File: config.mk
export PLATFORM = sky130hd
export DESIGN_NAME = bit_timer
export DESIGN_NICKNAME = d
export VERILOG_FILES = /design/src/rtl/bit_timer.sv
export SDC_FILE = /design/constraint.sdc
export NUM_CORES = 1
export LEC_CHECK = 0
export ABC_AREA = 1
export CORE_AREA = 2 2 39 41
export DETAILED_ROUTE_END_ITERATION = 6
export DIE_AREA = 0 0 41 43
export PLACE_DENSITY = 0.36
export SLEW_MARGIN = 10
export SYNTH_ARGS = -nofsm -noshare
export SYNTH_HDL_FRONTEND = slang
export SYNTH_SLANG_ARGS = --single-unit
export TNS_END_PERCENT = 100
File: constraint.sdc
create_clock -name clk_i -period 2.6 [get_ports clk_i]
set_input_delay 0.78 -clock clk_i [delete_from_list [all_inputs] [get_ports clk_i]]
set_output_delay 0.78 -clock clk_i [all_outputs]
set_load 0.01 [all_outputs]
File: src/rtl/bit_timer.sv
`default_nettype none
// ============================================================================
// bit_timer : loadable down-counter, strobes at half-bit then every full bit
// Revision 1.0
// ============================================================================
module bit_timer #(
  parameter int CLKS_PER_BIT = 16
) (
  input  logic clk_i,
  input  logic rst_i,
  input  logic i_start,
  input  logic i_clear,
  output logic o_tick
);

  localparam int c_W = $clog2(CLKS_PER_BIT);
  localparam logic [c_W-1:0] c_HALF = c_W'(CLKS_PER_BIT / 2 - 1);
  localparam logic [c_W-1:0] c_FULL = c_W'(CLKS_PER_BIT - 1);

  logic [c_W-1:0] r_cnt;
  logic           r_run;

  always_ff @(posedge clk_i) begin
    if (rst_i) begin
      r_cnt <= '0;
      r_run <= 1'b0;
    end else if (i_clear) begin
      r_run <= 1'b0;
    end else if (i_start) begin
      r_cnt <= c_HALF;
      r_run <= 1'b1;
    end else if (r_run) begin
      // After each strobe the next sample lands one full bit later.
      r_cnt <= (r_cnt == '0) ? c_FULL : r_cnt - 1'b1;
    end
  end

  assign o_tick = r_run && (r_cnt == '0);

endmodule

`default_nettype wire

==> key figures, run 1 <==
Clock network
  • Hold bufs inserted after CTS: 0
  • Clock root buffer: clkbuf_4
  • Post_cts resized: 0
  • Maximum clock path buffer count: 2
  • TritonCTS clock tree: built
  • Setup fix buffers added after clock tree synthesis: 0
  • Insertion delay to the later sink of the worst-skew pair: 250 ps
  • Clock Sinks: 5
  • Cts bufs inserted: 3
  • Level count of the clock H-tree: 1
  • Clock Pin Slew Worst Setup and Hold Paths: 40 ps

Hold path
  • Cell count of the worst hold path: 1
  • Class of the most critical hold timing path: reg -> reg

Synthesis
  • Yosys reg bits: 5
  • Post-Syn Area: 256 µm²
  • Number of library cell types mapped by synthesis: 14
  • Sequential share of the synthesized area: 39.0%
  • Synth Instances: 34
  • Warnings from Yosys: 0
  • Net Count, Synth: 39
  • Post-synthesis average cell area: 7.54 µm²

STA
  • Highest Clock Rate: 413 MHz
  • Total setup violations reported at the end of the flow: 0
  • Hold violation total from the final report: 0
  • Transition time at the pin with the least slew margin: 216 ps
  • RSZ-0062 raised after global routing: false
  • Period utilisation layout: 93.2%
  • Final clock skew: 4.83 ps
  • Headroom to the max-slew limit: 85.6%
  • Max-slew violation count: 0
  • Final critical-path required period: 2420 ps
  • Post-layout worst setup margin: 177 ps
  • Total negative slack: 0 ps

Global route
  • Largest net degree at the start of global routing: 5
  • Vias in the first global route: 199
  • Initial antenna violation count: 0
  • First-pass GRT wire length: 807 µm
  • Leftover overflow at the end of global routing: 0
  • Overall Global Routing Usage: 6.93%

Critical path
  • Critical-path maximum fanout: 3
  • Data required time of the critical path: 1820 ps
  • Worst EP arrival: 1640 ps
  • Flop-to-flop setup slack: 1490 ps
  • Number of cells on the worst reg-to-reg path: 6
  • Launching element type of the critical path: register
  • Critical path capture point type: output pin
  • Critical path type: reg -> out

Status
  • Status: completed

Cells and area
  • Diode count: 0
  • Layout fillers: 146
  • Finished Layout Cells: 58
  • Most frequent cells in the layout: 7 x inv_1, 5 x nand2_1, 5 x dfxtp_1
  • Most common library cell in the layout ignoring fill and taps: inv_1
  • # nets final: 48
  • Ratio of cells with drive above 1 in the final layout: 14.3%
  • Signed area change from the synthesized netlist to the final layout: 33.7%

Detailed routing
  • Total vias in the final route: 237
  • Via density per instance: 4.09
  • Number of nets with antenna violations after detailed routing: 0
  • Final wirelength: 517 µm
  • Detailed-route DRC error count: 0
  • Detailed-routing iteration count for the pre-antenna-repair pass: 4
  • WL/cell: 8.91 µm
  • Initial DRC count: 6

Place
  • Placed instance count: 54
  • Dpl ws: 436 ps
  • Half-perimeter wire length of the detailed placement result: 397 µm
  • Buffers on Ports: 4
  • Placer Congestion: 0.706

Floorplanning
  • Full die area: 1760 µm²
  • Cell row count: 14
  • Number of top-level pins: 5
  • Chip Width: 41 µm
  • Die extent in y: 43 µm
  • Initial core utilization: 18.5%
  • Core Box Area: 1380 µm²

Pwr
  • Pwr per Cell Area: 607 nW/µm²
  • Peak supply drop: 0.384 mV
  • Standby leakage power: 0.141 nW

Job
  • Count of maximum capacitance violations: 0
==> cell type report <==
class | instances | area, µm² | area share, %
multi-input cells | 22 | 130 | 38.0
inverters | 7 | 26.3 | 7.66
well taps | 16 | 20.0 | 5.84
repair buffers | 4 | 40.0 | 11.7
flip-flops and latches | 5 | 100 | 29.2
clock buffers | 4 | 26.3 | 7.66
==> critical path: stages (launching register included) <==
cell             delay, ps
dfxtp_1                310
inv_1                  100
ha_1                   220
nand2_1                 70
nor3_1                 140
clkdlybuf4s50_1        560
==> sequential cells by signal, indices dropped and copies added, names as in the netlist <==
| register | flops |
|---|---|
| r_run | 1 |
| r_cnt | 4 |
==> final timing paths <==
path	startpoint	endpoint
setup / recovery	r_cnt[0]	o_tick
hold / removal	r_cnt[0]	r_cnt[0]
setup reg to reg	r_cnt[0]	r_cnt[3]
hold reg to reg	r_cnt[0]	r_cnt[0]
==> synth_stat cells <==
library cell  n  area, µm²
a21oi_1       3       15.0
a21oi_2       1       8.76
dfxtp_1       5        100
ha_1          1       12.5
inv_1         7       26.3
nand2_1       5       18.8
nand3_1       2       10.0
nor2_1        3       11.3
nor2_2        1       6.26
nor3_1        1       5.00
nor3_4        1       16.3
o211ai_1      1       7.51
o21ai_0       2       10.0
xnor2_1       1       8.76
==> per-stage QoR <==
stage               power (mW)  area (µm²)  utilization [%]  hold slack (ps)
detailed placement       0.119         317             22.9              440
floorplan                0.107         256                -              422
CTS                      0.211         343             24.8              456
global placement         0.118         317             22.9              450
global route             0.218         343             24.8              466
finish                   0.208         343             24.8              455
==> power by group <==
group          switching, mW  internal [mW]  total (mW)
sequential           0.00382         0.0817      0.0856
combinational         0.0169         0.0153      0.0322
clock                 0.0323         0.0581      0.0904
total                 0.0530          0.155       0.208
==> cell families after synthesis <==
kind of cell / share of synthesized area (%)
adder cells (fa/ha/maj): 4.88
AND/OR/NAND/NOR: 26.3
buffers and inverters: 10.2
flip-flops: 39.0
XOR/XNOR: 3.42
AO/OA/AOI/OAI: 16.1
==> layer usage <==
metal  vias to the layer above  wire (µm)  global-route usage [%]
li1                        123          -                       -
met1                       105        246                    9.35
met2                         9        218                    8.75
met3                         0         53                    6.28
met4                         0          0                       0
met5                         -          0                       0
(Power assumes the default switching activity.)
==> inputs of run 2 (changes only) <==
- SKIP_LAST_GASP: default -> 1
==> results of run 2 <==
Final layout, timing and power as in run 1 (identical DEF).
==> inputs of run 3 (changes only) <==
- clock period: 2.6 -> 3 ns (I/O delays scaled with it)
==> key figures, run 3 (synthesis gave the netlist of run 1 again) <==
Floorplanning
  • Full die area: 1760 µm² (unchanged)
  • Die extent in y: 43 µm (unchanged)
  • Initial core utilization: 18.5% (unchanged)
  • Chip Width: 41 µm (unchanged)
  • Number of top-level pins: 5 (unchanged)
  • Core Box Area: 1380 µm² (unchanged)
  • Cell row count: 14 (unchanged)

Critical path
  • Critical-path top delay cell: clkdlybuf4s50_1
  • Count of buffering cells on the critical path with inverters included: 2 (unchanged)
  • Critical path capture point type: output pin
  • Critical-path maximum fanout: 3 (unchanged)
  • Crit-path cells: inv_1, ha_1, nand2_1, nor3_1, clkdlybuf4s50_1
  • Worst EP arrival: 1610 ps (-30 ps)
  • Flop-to-flop setup slack: 1900 ps (+410 ps)
  • Cell type group with the largest total delay on the critical path: buffers and inverters
  • Largest stage delay on the critical path: 550 ps (about the same)
  • Worst reg2reg startpoint: r_cnt[0]
  • Launching element type of the critical path: register
  • Critical path type: reg -> out
  • Data required time of the critical path: 2100 ps (+280 ps)
  • Number of cells on the worst reg-to-reg path: 6 (unchanged)
  • RR Endpoint: r_cnt[3]

Detailed routing
  • Via density per instance: 4.03 (-1.3%)
  • Total vias in the final route: 234 (-1.3%)
  • Initial DRC count: 1 (-5)
  • Final wirelength: 485 µm (-6.2%)
  • Number of nets with antenna violations after detailed routing: 0 (unchanged)
  • WL/cell: 8.36 µm (-6.2%)
  • Detailed-routing iteration count for the pre-antenna-repair pass: 2 (-2)
  • Detailed-route DRC error count: 0 (unchanged)

STA
  • Final critical-path required period: 2510 ps
  • Post-layout worst setup margin: 487 ps (+309 ps)
  • Hold violation total from the final report: 0 (unchanged)
  • Total negative slack: 0 ps (unchanged)
  • Headroom to the max-slew limit: 86.1% (+0.60 points)
  • Total setup violations reported at the end of the flow: 0 (unchanged)
  • Transition time at the pin with the least slew margin: 207 ps (-8.90 ps)
  • Highest Clock Rate: 398 MHz
  • RSZ-0062 raised after global routing: false
  • Final clock skew: 0.440 ps (-4.39 ps)
  • Max-slew violation count: 0 (unchanged)
  • Tightest hold margin: 453 ps (-1.23 ps)
  • Period utilisation layout: 83.8%

Place
  • Dpl ws: 726 ps (+289 ps)
  • Area of placed instances: 317 µm² (unchanged)
  • Buffers on Ports: 4 (unchanged)
  • Half-perimeter wire length of the detailed placement result: 402 µm (+1.4%)
  • Placer Congestion: 0.751 (+6.4%)

Cells and area
  • Diode count: 0 (unchanged)
  • # nets final: 48 (unchanged)
  • Ratio of cells with drive above 1 in the final layout: 14.3% (unchanged)
  • Layout fillers: 162 (+11%)
  • Number of flip-flops under the largest register name: 4 (unchanged)
  • Largest registers: r_cnt x4, r_run x1
  • Largest Register: r_cnt
  • Most common library cell in the layout ignoring fill and taps: inv_1
  • Footprint of the multi-input gates: 130 µm² (unchanged)
  • Final instance area: 343 µm² (unchanged)
  • Signed area change from the synthesized netlist to the final layout: 33.7% (unchanged)
  • Most frequent cells in the layout: 7 x inv_1, 5 x nand2_1, 5 x dfxtp_1
  • Footprint of the flip-flops and latches: 100 µm² (unchanged)

Pwr
  • Combinational share of power: 15.4% (about the same)
  • Pwr per Cell Area: 520 nW/µm² (-14%)
  • Seq pwr share: 41.5% (+0.4 points)
  • Net Sw Power: 0.0440 mW (-17%)
  • Switching portion of total power: 24.7% (-0.79 points)
  • Share of power burned in the clock network: 43.1% (-0.3 points)
  • Standby leakage power: 0.141 nW (unchanged)
  • Peak supply drop: 0.194 mV (-50%)
  • Cell internal power dissipation: 0.134 mW (-13%)

Clock network
  • Maximum clock path buffer count: 2 (unchanged)
  • Setup fix buffers added after clock tree synthesis: 0 (unchanged)
  • Hold bufs inserted after CTS: 0 (unchanged)
  • Clock root buffer: clkbuf_4
  • Clock Sinks: 5 (unchanged)
  • Insertion delay to the later sink of the worst-skew pair: 240 ps (about the same)
  • Clock Pin Slew Worst Setup and Hold Paths: 40 ps (about the same)
  • Cts bufs inserted: 3 (unchanged)
  • Level count of the clock H-tree: 1 (unchanged)
  • TritonCTS clock tree: built
  • Post_cts resized: 0 (unchanged)

Hold path
  • Critical hold path startpoint: r_cnt[0]
  • Class of the most critical hold timing path: reg -> reg
  • Cell count of the worst hold path: 1 (unchanged)
  • Worst-case hold path end point: r_cnt[0]

Global route
  • Largest net degree at the start of global routing: 5 (unchanged)
  • First-pass GRT wire length: 876 µm (+8.6%)
  • Vias in the first global route: 238 (+20%)
  • Overall Global Routing Usage: 7.95% (+1.0 points)
  • Initial antenna violation count: 0 (unchanged)
  • Leftover overflow at the end of global routing: 0 (unchanged)

Status
  • Status: completed

Job
  • Count of maximum capacitance violations: 0 (unchanged)
## run 3: power by group through the flow
stage	registers, mW	logic, mW	clock network [mW]
6_report	0.0741	0.0274	0.0768
3_3_place_gp	0.0750	0.0274	0
2_1_floorplan	0.0744	0.0181	0
3_5_place_dp	0.0752	0.0276	0
4_1_cts	0.0740	0.0280	0.0815
5_1_grt	0.0747	0.0321	0.0845
## run 3: metrics by stage
stage,power [mW],instances,util [%]
finish,0.178,58,24.8
global route,0.191,58,24.8
CTS,0.184,58,24.8
detailed placement,0.103,54,22.9
global placement,0.102,54,22.9
floorplan,0.0925,34,-
## run 3: worst register-to-register path, cell delays in order (launching register included)
cell	delay (ps)
dfxtp_1	340
inv_1	70
ha_1	240
a21oi_1	150
nand2_1	60
nand3_1	80
a21oi_2	50
## run 3: cell type report
cell class / count / share of cell area [%]
Sequential cell: 5 / 29.2
Inverter: 7 / 7.66
Tap cell: 16 / 5.84
Timing Repair Buffer: 4 / 11.7
Multi-Input combinational cell: 22 / 38.0
Clock buffer: 4 / 7.66
## run 3: per-layer routing
metal	wire (µm)	vias up	GRT usage [%]
li1	-	126	-
met1	227	102	8.09
met2	211	6	11.3
met3	47	0	7.85
met4	0	0	2.00
met5	0	-	0
## run 3: worst max path at each step
stage | endpoint | cells past startpoint | slack (ps) | from
4_1_cts | o_tick | 5 | 460 | r_cnt[0]
5_1_grt | o_tick | 5 | 370 | r_cnt[0]
3_3_place_gp | o_tick | 5 | 750 | r_cnt[0]
2_1_floorplan | o_tick | 4 | 1220 | r_cnt[0]
6_report | o_tick | 5 | 490 | r_cnt[0]
3_5_place_dp | o_tick | 5 | 730 | r_cnt[0]
